## config.mk

```make
export PLATFORM = sky130hd
export DESIGN_NAME = int_queue_reader_flat
export DESIGN_NICKNAME = d
export VERILOG_FILES = /design/src/rtl/int_queue_reader_pkg.sv /design/src/rtl/int_queue_reader_if.sv /design/src/rtl/int_queue_reader.sv /design/src/flat_wrapper.sv
export SDC_FILE = /design/constraint.sdc
export NUM_CORES = 1
export LEC_CHECK = 0
export CORE_UTILIZATION = 37
export CTS_CLUSTER_SIZE = 12
export DETAILED_ROUTE_END_ITERATION = 10
export HOLD_SLACK_MARGIN = 0.15
export PLACE_DENSITY = 0.73
export SLEW_MARGIN = 20
export SYNTH_ARGS = -nofsm -noshare
export SYNTH_HDL_FRONTEND = slang
export SYNTH_SLANG_ARGS = --single-unit
```

## constraint.sdc

```tcl
create_clock -name clock -period 1.25 [get_ports clock]
set_input_delay 0.25 -clock clock [delete_from_list [all_inputs] [get_ports clock]]
set_output_delay 0.25 -clock clock [all_outputs]
set_load 0.02 [all_outputs]
```

## src/rtl/int_queue_reader_pkg.sv

```systemverilog
// Shared DMA interrupt-queue definitions: entry field offsets, reader FSM encoding and
// the FIFO entry width derivation.
package int_queue_reader_pkg;

    localparam int unsigned OPDONE_BIT  = 0;
    localparam int unsigned RDERR_BIT   = 1;
    localparam int unsigned WRERR_BIT   = 2;
    localparam int unsigned INVDESC_BIT = 3;
    localparam int unsigned DESCNUM_LSB = 4;
    localparam int unsigned NUM_FLAGS   = 4;

    localparam logic [1:0] STATE_IDLE = 2'd0;
    localparam logic [1:0] STATE_WAIT = 2'd1;
    localparam logic [1:0] STATE_HOLD = 2'd2;

    typedef enum logic [1:0] {
        StIdle = STATE_IDLE,
        StWait = STATE_WAIT,
        StHold = STATE_HOLD
    } readState_e;

    function automatic int unsigned fifoWidth(input int unsigned descNumWidth);
        return descNumWidth + NUM_FLAGS;
    endfunction

endpackage

```

## src/rtl/int_queue_reader_if.sv

```systemverilog
// Read port of the DMA interrupt event FIFO, including its ECC status flags.
interface int_queue_reader_if
    import int_queue_reader_pkg::*;
#(
    parameter int unsigned DESC_NUM_WIDTH = 5
);
    localparam int unsigned FIFO_WIDTH = fifoWidth(DESC_NUM_WIDTH);

    logic                  fifoEmpty;
    logic                  rdEn;
    logic [FIFO_WIDTH-1:0] rdData;
    logic                  fifoSbErr;
    logic                  fifoDbErr;

    modport master (
        output rdEn,
        input  fifoEmpty,
        input  rdData,
        input  fifoSbErr,
        input  fifoDbErr
    );

    modport slave (
        input  rdEn,
        output fifoEmpty,
        output rdData,
        output fifoSbErr,
        output fifoDbErr
    );

endinterface

```

## src/rtl/int_queue_reader.sv

```systemverilog
// Pops DMA interrupt events one at a time, holds the current one in a status register and
// raises a level irq until software clears it; also keeps sticky FIFO ECC flags.
module int_queue_reader
    import int_queue_reader_pkg::*;
#(
    parameter int unsigned DESC_NUM_WIDTH = 5,
    parameter int unsigned RD_LATENCY     = 1
) (
    input  logic                      clock,
    input  logic                      resetn,
    int_queue_reader_if.master        fifo,
    input  logic [NUM_FLAGS-1:0]      intMask,
    input  logic                      clrEn,
    input  logic                      eccClr,
    output logic                      irq,
    output logic                      stsValid,
    output logic [DESC_NUM_WIDTH-1:0] stsDescNum,
    output logic [NUM_FLAGS-1:0]      stsFlags,
    output logic                      eccSbSticky,
    output logic                      eccDbSticky,
    output logic [7:0]                discardCnt
);

    if (RD_LATENCY != 1 && RD_LATENCY != 2) begin : gBadLatency
        $error("int_queue_reader: RD_LATENCY must be 1 or 2");
    end

    localparam logic LatLast = (RD_LATENCY == 2);

    readState_e stateQ, stateD;
    logic       latCntQ, latCntD;
    logic       loadSts, clrSts, discard;

    logic [NUM_FLAGS-1:0]      entryFlags;
    logic [DESC_NUM_WIDTH-1:0] entryDescNum;

    assign entryFlags = {fifo.rdData[INVDESC_BIT], fifo.rdData[WRERR_BIT],
                         fifo.rdData[RDERR_BIT], fifo.rdData[OPDONE_BIT]};
    assign entryDescNum = fifo.rdData[DESCNUM_LSB +: DESC_NUM_WIDTH];

    // Pops are issued only from IDLE or on a clear in HOLD, so at most one read is in flight.
    always_comb begin
        stateD    = stateQ;
        latCntD   = latCntQ;
        fifo.rdEn = 1'b0;
        loadSts   = 1'b0;
        clrSts    = 1'b0;
        discard   = 1'b0;
        unique case (stateQ)
            StIdle: begin
                if (!fifo.fifoEmpty) begin
                    fifo.rdEn = 1'b1;
                    latCntD   = 1'b0;
                    stateD    = StWait;
                end
            end
            StWait: begin
                if (latCntQ == LatLast) begin
                    latCntD = 1'b0;
                    if (|(entryFlags & intMask)) begin
                        loadSts = 1'b1;
                        stateD  = StHold;
                    end else begin
                        discard = 1'b1;
                        stateD  = StIdle;
                    end
                end else begin
                    latCntD = 1'b1;
                end
            end
            StHold: begin
                if (clrEn) begin
                    clrSts = 1'b1;
                    if (!fifo.fifoEmpty) begin
                        fifo.rdEn = 1'b1;
                        latCntD   = 1'b0;
                        stateD    = StWait;
                    end else begin
                        stateD = StIdle;
                    end
                end
            end
            default: stateD = StIdle;
        endcase
    end

    always_ff @(posedge clock or negedge resetn) begin
        if (!resetn) begin
            stateQ  <= StIdle;
            latCntQ <= 1'b0;
        end else begin
            stateQ  <= stateD;
            latCntQ <= latCntD;
        end
    end

    always_ff @(posedge clock or negedge resetn) begin
        if (!resetn) begin
            stsValid   <= 1'b0;
            stsDescNum <= '0;
            stsFlags   <= '0;
            discardCnt <= 8'd0;
        end else begin
            if (loadSts) begin
                stsValid   <= 1'b1;
                stsDescNum <= entryDescNum;
                stsFlags   <= entryFlags;
            end else if (clrSts) begin
                stsValid   <= 1'b0;
                stsDescNum <= '0;
                stsFlags   <= '0;
            end
            if (discard) begin
                discardCnt <= discardCnt + 8'd1;
            end
        end
    end

    // Sticky ECC flags: a new error in the same cycle as a clear is kept.
    always_ff @(posedge clock or negedge resetn) begin
        if (!resetn) begin
            eccSbSticky <= 1'b0;
            eccDbSticky <= 1'b0;
        end else begin
            eccSbSticky <= fifo.fifoSbErr | (eccSbSticky & ~eccClr);
            eccDbSticky <= fifo.fifoDbErr | (eccDbSticky & ~eccClr);
        end
    end

    assign irq = stsValid & |(stsFlags & intMask);

endmodule
```

## src/flat_wrapper.sv

```systemverilog
// flat-port wrapper written by rule: the top's interface ports become plain ports
module int_queue_reader_flat import int_queue_reader_pkg::*;
#(
    parameter int unsigned DESC_NUM_WIDTH = 5,
    parameter int unsigned RD_LATENCY     = 1
)
  (clock, resetn, intMask, clrEn, eccClr, irq, stsValid, stsDescNum, stsFlags, eccSbSticky, eccDbSticky, discardCnt, fifo_rdEn, fifo_fifoEmpty, fifo_rdData, fifo_fifoSbErr, fifo_fifoDbErr);
  int_queue_reader_if #(.DESC_NUM_WIDTH(DESC_NUM_WIDTH)) fifo_i ();
  input  logic clock;
  input  logic resetn;
  input  logic [NUM_FLAGS-1:0] intMask;
  input  logic clrEn;
  input  logic eccClr;
  output logic irq;
  output logic stsValid;
  output logic [DESC_NUM_WIDTH-1:0] stsDescNum;
  output logic [NUM_FLAGS-1:0] stsFlags;
  output logic eccSbSticky;
  output logic eccDbSticky;
  output logic [7:0] discardCnt;
  output wire logic [$bits(fifo_i.rdEn)-1:0] fifo_rdEn;
  input wire logic [$bits(fifo_i.fifoEmpty)-1:0] fifo_fifoEmpty;
  input wire logic [$bits(fifo_i.rdData)-1:0] fifo_rdData;
  input wire logic [$bits(fifo_i.fifoSbErr)-1:0] fifo_fifoSbErr;
  input wire logic [$bits(fifo_i.fifoDbErr)-1:0] fifo_fifoDbErr;
  assign fifo_rdEn = fifo_i.rdEn;
  assign fifo_i.fifoEmpty = fifo_fifoEmpty;
  assign fifo_i.rdData = fifo_rdData;
  assign fifo_i.fifoSbErr = fifo_fifoSbErr;
  assign fifo_i.fifoDbErr = fifo_fifoDbErr;
  int_queue_reader #(.DESC_NUM_WIDTH(DESC_NUM_WIDTH), .RD_LATENCY(RD_LATENCY)) u_core (.clock(clock), .resetn(resetn), .fifo(fifo_i), .intMask(intMask), .clrEn(clrEn), .eccClr(eccClr), .irq(irq), .stsValid(stsValid), .stsDescNum(stsDescNum), .stsFlags(stsFlags), .eccSbSticky(eccSbSticky), .eccDbSticky(eccDbSticky), .discardCnt(discardCnt));
endmodule
```

==> reports/summary.json, run 1 <==
{
  "achievable-frequency_mhz": 696.6,
  "totalPowerFinal_mw": 2.999,
  "synth_seq_area_share_pct": 57.64,
  "grt_antenna_before_repair": 0,
  "placeableCoreArea_sq_um": 2522,
  "worst_ep_required_time_ps": 1470,
  "placement_rows": 18,
  "max-slew-margin-rel_pct": 83.74,
  "cp_max_fo": 3,
  "gpl.final_weighted_congestion": 0.7030,
  "number_of_global_route_vias_before_repair": 1117,
  "synthesis.area_per_instance_sq_um": 10.85,
  "post_layout_nonfiller_instances": 202,
  "rsz0062_at_grt": "true",
  "placedCellCount": 185,
  "clock-root-buffer": "sky130_fd_sc_hd__clkbuf_4",
  "min_clock_period_post_route_ps": 1435,
  "initial_core_util_pct": 39.58,
  "drcViolationCount": 0,
  "max_cap_viol_count": 0,
  "drt.antenna.violating_nets": 0,
  "synth-seq-cells": 23,
  "area_growth_pct": 88.35,
  "grt_start_max_net_pins": 24,
  "average_detailed_routed_wire_length_per_instance_microns": 15.60,
  "vias_per_cell": 5.168,
  "number_of_buffers_inserted_by_hold_repair_at_cts": 0,
  "detail_route.iter0.violations": 19,
  "whs_ps": 264.4,
  "cts_tree": "built",
  "mappedNetlistNets": 113,
  "cp_data_arrival_time_ps": 1650,
  "ratio_of_total_power_to_cell_area_nw_per_um2": 1595,
  "post-route-period-util_pct": 114.8,
  "clock_tree.htree_level_count": 1,
  "irDropWorstVdd_mv": 1.099,
  "synthesis.instances": 92,
  "placed_cell_areas_sq_um": 1629,
  "final_critical_path_setup_slack_ps": -185.4,
  "groute.usage.overall_pct": 23.72,
  "final-setup-viol-count": 21,
  "wirelength_microns": 3152,
  "final_core_util_pct": 74.55,
  "clock_latency_ps": 310,
  "final_hold_violating_endpoints": 0,
  "cellLeakagePower_nw": 0.8863,
  "cts_made_buffers": 3,
  "mapped_cell_area_sq_um": 998.5,
  "netlist-cell-type-count": 25,
  "failed_checks": "setup timing",
  "fin_tns_setup_ps": -1772,
  "worst_setup_hold_path_clk_slew_ps": 130,
  "die_area_sq_um": 2910,
  "hold_class": "primary input to async pin",
  "placement.io_buffers": 41,
  "drt-pass1-iter-count": 4,
  "end_kind": "flop",
  "grt_first_pass_wirelength_microns": 4857,
  "timing_worst_slew_pin_value_ps": 243.7,
  "globalRouteOverflowTotal": 0,
  "async_sr_flop_fraction_pct": 100.0,
  "most_used_dff_post_synth": "sky130_fd_sc_hd__dfrtp_1",
  "synth-edff-count": 0,
  "place_ws_ps": -582.1,
  "cp-start-kind": "flop",
  "die_height_microns": 53.95,
  "ys_warn_count": 0,
  "clock-sinks": 23,
  "worst-setup-path-type": "flop to flop",
  "final_cell_area_sq_um": 1881,
  "final_max_slew_viol_count": 0,
  "num_vias": 1044,
  "chipWidth_microns": 53.95,
  "fin_nets": 194,
  "dp_hpwl_microns": 1750,
  "layout_cells_sized_above_1_pct": 52.91,
  "cts-root-to-sink-buffers": 2,
  "run_status": "complete, but fails checks",
  "clock-skew-final_ps": 4.051,
  "ioPinCount": 42,
  "ant_diodes": 0
}
[kinds of logic after synthesis]
kind of cell    share of synthesized area, %
compound gates                         13.41
xor+xnor                               6.140
fa+ha+maj                              1.253
buf+inv                                1.504
flops                                  57.64
mux                                    1.128
simple gates                           18.92
[timing repair]
item | in CTS | in global routing
resized for setup | 110 | 41
endpoints found under the hold margin | 0 | 0
pin swaps | 9 | 18
gates cloned | 3 | 0
setup endpoints to repair | 40 | 37
buffers inserted | 7 | 4
[sequential cells by signal, indices dropped and copies added (netlist names)]
signal              count
u_core.stateQ           2
u_core.discardCnt       8
u_core.eccDbSticky      1
u_core.stsValid         1
u_core.stsFlags         4
u_core.eccSbSticky      1
u_core.latCntQ          1
u_core.stsDescNum       5
[report_power, final]
group	total [mW]	switching, mW	internal, mW
registers	1.06	0.133	0.929
logic	1.58	0.765	0.818
clock network	0.354	0.229	0.125
[cells in the mapped netlist, types with 2 or more instances]
master / count / share of area [%]
sky130_fd_sc_hd__inv_1: 2 / 0.75
sky130_fd_sc_hd__nor3_1: 2 / 1.0
sky130_fd_sc_hd__nor2_1: 2 / 0.75
sky130_fd_sc_hd__o21ai_0: 9 / 4.5
sky130_fd_sc_hd__a22o_1: 2 / 1.8
sky130_fd_sc_hd__nand2_1: 20 / 7.5
sky130_fd_sc_hd__xnor2_1: 7 / 6.1
sky130_fd_sc_hd__nand3_1: 5 / 2.5
sky130_fd_sc_hd__nand4_1: 2 / 1.3
sky130_fd_sc_hd__a22oi_1: 2 / 1.5
sky130_fd_sc_hd__a21o_1: 3 / 2.3
sky130_fd_sc_hd__dfrtp_1: 23 / 58
[metal layers]
metal | track usage, % | up-vias | wire length, microns
met2 | 41.98 | 30 | 1734
met1 | 27.60 | 518 | 1250
met4 | 13.16 | 0 | 57
met5 | 0 | - | 0
met3 | 2.542 | 8 | 110
li1 | - | 488 | -
[worst max-delay path: stages (launching register included)]
cell and delay, ps:
sky130_fd_sc_hd__dfrtp_1 410, sky130_fd_sc_hd__buf_6 130, sky130_fd_sc_hd__or3b_4 390, sky130_fd_sc_hd__nor2_4 100, sky130_fd_sc_hd__buf_4 120, sky130_fd_sc_hd__nand3_2 70
sky130_fd_sc_hd__xnor2_1 120
[placed cells by master, fill, tap and decap left out, drive strengths merged, types with 2 or more instances in the layout]
cell	instances
a21o	3
a22o	2
a22oi	2
buf	49
clkbuf	6
clkdlybuf4s15	4
clkdlybuf4s50	13
dfrtp	23
dlygate4sd2	6
inv	2
nand2	20
nand3	5
nand4	2
nor2	3
nor3	2
o21a	4
o21ai	9
xnor2	7
[area by class of cell]
| type | instances | area (sq um) |
|---|---|---|
| Timing Repair Buffer | 74 | 664.4 |
| Clock buffer | 4 | 26.28 |
| Fill cell | 178 | 641.9 |
| Sequential cell | 23 | 575.6 |
| Multi-Input combinational cell | 69 | 569.3 |
| Inverter | 2 | 7.507 |
| Tap cell | 30 | 37.54 |
[final timing paths]
check	from	endpoint	slack (ps)	cells after the start
min in group clock	fifo_rdData[0]	u_core.stsFlags[0]	330	3
max in group asynchronous	resetn	u_core.stsValid	840	2
min	resetn	u_core.discardCnt[6]	260	2
max	u_core.stateQ[1]	u_core.discardCnt[7]	-190	6
max reg2reg	u_core.stateQ[1]	u_core.discardCnt[7]	-190	6
min reg2reg	u_core.discardCnt[7]	u_core.discardCnt[7]	480	1
No activity file was read; power rests on OpenSTA's default activity.
==> run 2: changes to the inputs <==
Settings changed: GPL_TIMING_DRIVEN set to 0, RECOVER_POWER set to 25.
==> reports/summary.json, run 2 (synthesis results as in run 1) <==
{
  "layout.cells.most_common": "sky130_fd_sc_hd__dfrtp_1",
  "gpl.final_weighted_congestion": 0.7439,
  "clock_latency_ps": 320,
  "clock_tree.htree_level_count": 1,
  "cp_max_fo": 4,
  "ratio_of_total_power_to_cell_area_nw_per_um2": 1590,
  "number_of_global_route_vias_before_repair": 1000,
  "achievable-frequency_mhz": 691.9,
  "die_height_microns": 53.95,
  "final_critical_path_setup_slack_ps": -195.2,
  "min_clock_period_post_route_ps": 1445,
  "placeableCoreArea_sq_um": 2522,
  "detail_route.iter0.violations": 11,
  "grt_antenna_before_repair": 0,
  "num_vias": 953,
  "cp-start-kind": "flop",
  "drt.antenna.violating_nets": 0,
  "met2WireLength_microns": 1556,
  "met3RoutedLength_microns": 80,
  "final-setup-viol-count": 19,
  "critical_path.max_stage_delay_ps": 450,
  "worst-setup-path-type": "flop to output pin",
  "path_delay_family": "flip-flops",
  "route.layer.met1.wl_microns": 1125,
  "post_layout_nonfiller_instances": 187,
  "timing_worst_slew_pin_value_ps": 560.8,
  "chipWidth_microns": 53.95,
  "globalRouteOverflowTotal": 0,
  "clock-root-buffer": "sky130_fd_sc_hd__clkbuf_4",
  "whs_ps": 228.2,
  "placement_rows": 18,
  "cellLeakagePower_nw": 0.8279,
  "fin_tns_setup_ps": -2442,
  "area.sequential_sq_um": 576.8,
  "drcViolationCount": 0,
  "dp_hpwl_microns": 1665,
  "post-route-period-util_pct": 115.6,
  "drt-pass1-iter-count": 2,
  "run_status": "complete, but fails checks",
  "routed.top_layer": "met4",
  "cts_made_buffers": 3,
  "placement.io_buffers": 41,
  "grt_start_max_net_pins": 24,
  "failed_checks": "setup timing",
  "groute.usage.overall_pct": 20.32,
  "critical_path.n_buffers_inverters": 2,
  "average_detailed_routed_wire_length_per_instance_microns": 14.90,
  "worst_setup_hold_path_clk_slew_ps": 130,
  "cts_tree": "built",
  "placedCellCount": 163,
  "timing.critical_path.slowest_stage_cell": "sky130_fd_sc_hd__dfrtp_1",
  "worst_ep_required_time_ps": 1000,
  "initial_core_util_pct": 39.58,
  "critical_path.cell_chain": "inv_2 > nor2_2 > nor3_2 > buf_4",
  "fin_nets": 179,
  "reg_top3": "u_core.discardCnt x8, u_core.stsDescNum x5, u_core.stsFlags x4",
  "area_growth_pct": 69.93,
  "largest_register_ff_count": 8,
  "multi_input_comb_area_sq_um": 534.3,
  "grt_first_pass_wirelength_microns": 4250,
  "max-slew-margin-rel_pct": 62.61,
  "mostFrequentLayoutCells": "sky130_fd_sc_hd__dfrtp_1 (22), sky130_fd_sc_hd__buf_2 (16), sky130_fd_sc_hd__buf_4 (15)",
  "ant_diodes": 0,
  "final_hold_violating_endpoints": 0,
  "end_kind": "output pin",
  "cp_data_arrival_time_ps": 1200,
  "max_cap_viol_count": 0,
  "fillers": 206,
  "vias_per_cell": 5.096,
  "hold_class": "primary input to flop",
  "ioPinCount": 42,
  "cts-root-to-sink-buffers": 2,
  "die_area_sq_um": 2910,
  "rsz0062_at_grt": "true",
  "largest-register": "u_core.discardCnt",
  "clock-sinks": 23,
  "wirelength_microns": 2787,
  "final_max_slew_viol_count": 0,
  "layout_cells_sized_above_1_pct": 50.96,
  "irDropWorstVdd_mv": 1.051,
  "clock-skew-final_ps": 8.873
}
==> run 2: area by class of cell <==
cell class / instances / share of cell area (%)
Multi-Input combinational cell: 66 / 31.49
Clock inverter: 1 / 0.2950
Buffer: 1 / 0.6637
Sequential cell: 23 / 34.00
Inverter: 2 / 0.4425
Timing Repair Buffer: 61 / 29.57
Clock buffer: 3 / 1.327
Tap cell: 30 / 2.212
==> run 2: power breakdown <==
group	switching [mW]	total (mW)	internal, mW
Sequential	0.151	1.08	0.929
Combinational	0.663	1.27	0.602
Clock	0.233	0.353	0.120
==> run 2: worst paths after layout <==
| path | endpoint | from | depth (start not counted) | slack (ps) |
|---|---|---|---|---|
| max reg2reg | u_core.discardCnt[1] | u_core.stateQ[1] | 5 | -190 |
| min | u_core.stsFlags[0] | fifo_rdData[0] | 3 | 230 |
| min reg2reg | u_core.eccDbSticky | u_core.eccDbSticky | 1 | 520 |
| max in group asynchronous | u_core.stateQ[0] | resetn | 2 | 420 |
| min in group asynchronous | u_core.stateQ[0] | resetn | 2 | 440 |
| max | fifo_rdEn | u_core.stateQ[1] | 4 | -200 |
==> run 2: what timing repair did <==
item                                    CTS  global route
endpoints found under the setup margin   38            34
hold buffers                              0             1
endpoints found under the hold margin     0            23
pin swaps                                27            10
buffers inserted                         12             5
cloned                                    2             0
resized for setup                       118            34
==> run 2: per-layer routing <==
layer	vias to the layer above	GRT usage, %
li1	450	-
met1	480	23.63
met2	21	38.27
met3	2	2.542
met4	0	5.702
met5	-	0
==> run 2: tightest hold or removal path, stage by stage <==
cell                             delay (ps)
sky130_fd_sc_hd__dlymetal6s2s_1         150
sky130_fd_sc_hd__nand2_2                 70
sky130_fd_sc_hd__o21ai_1                 50
==> run 2: stage by stage <==
step	util [%]	instance area [sq um]	worst slack (ps)	power [mW]
after detailed placement	57.54	1451	-653.1	2.176
after floorplan	-	1003	-36.28	1.615
after global placement	57.54	1451	-626.7	2.153
after CTS	65.48	1652	-202.4	2.662
final	67.26	1697	-195.2	2.698
after global routing	67.26	1697	-262.8	2.862
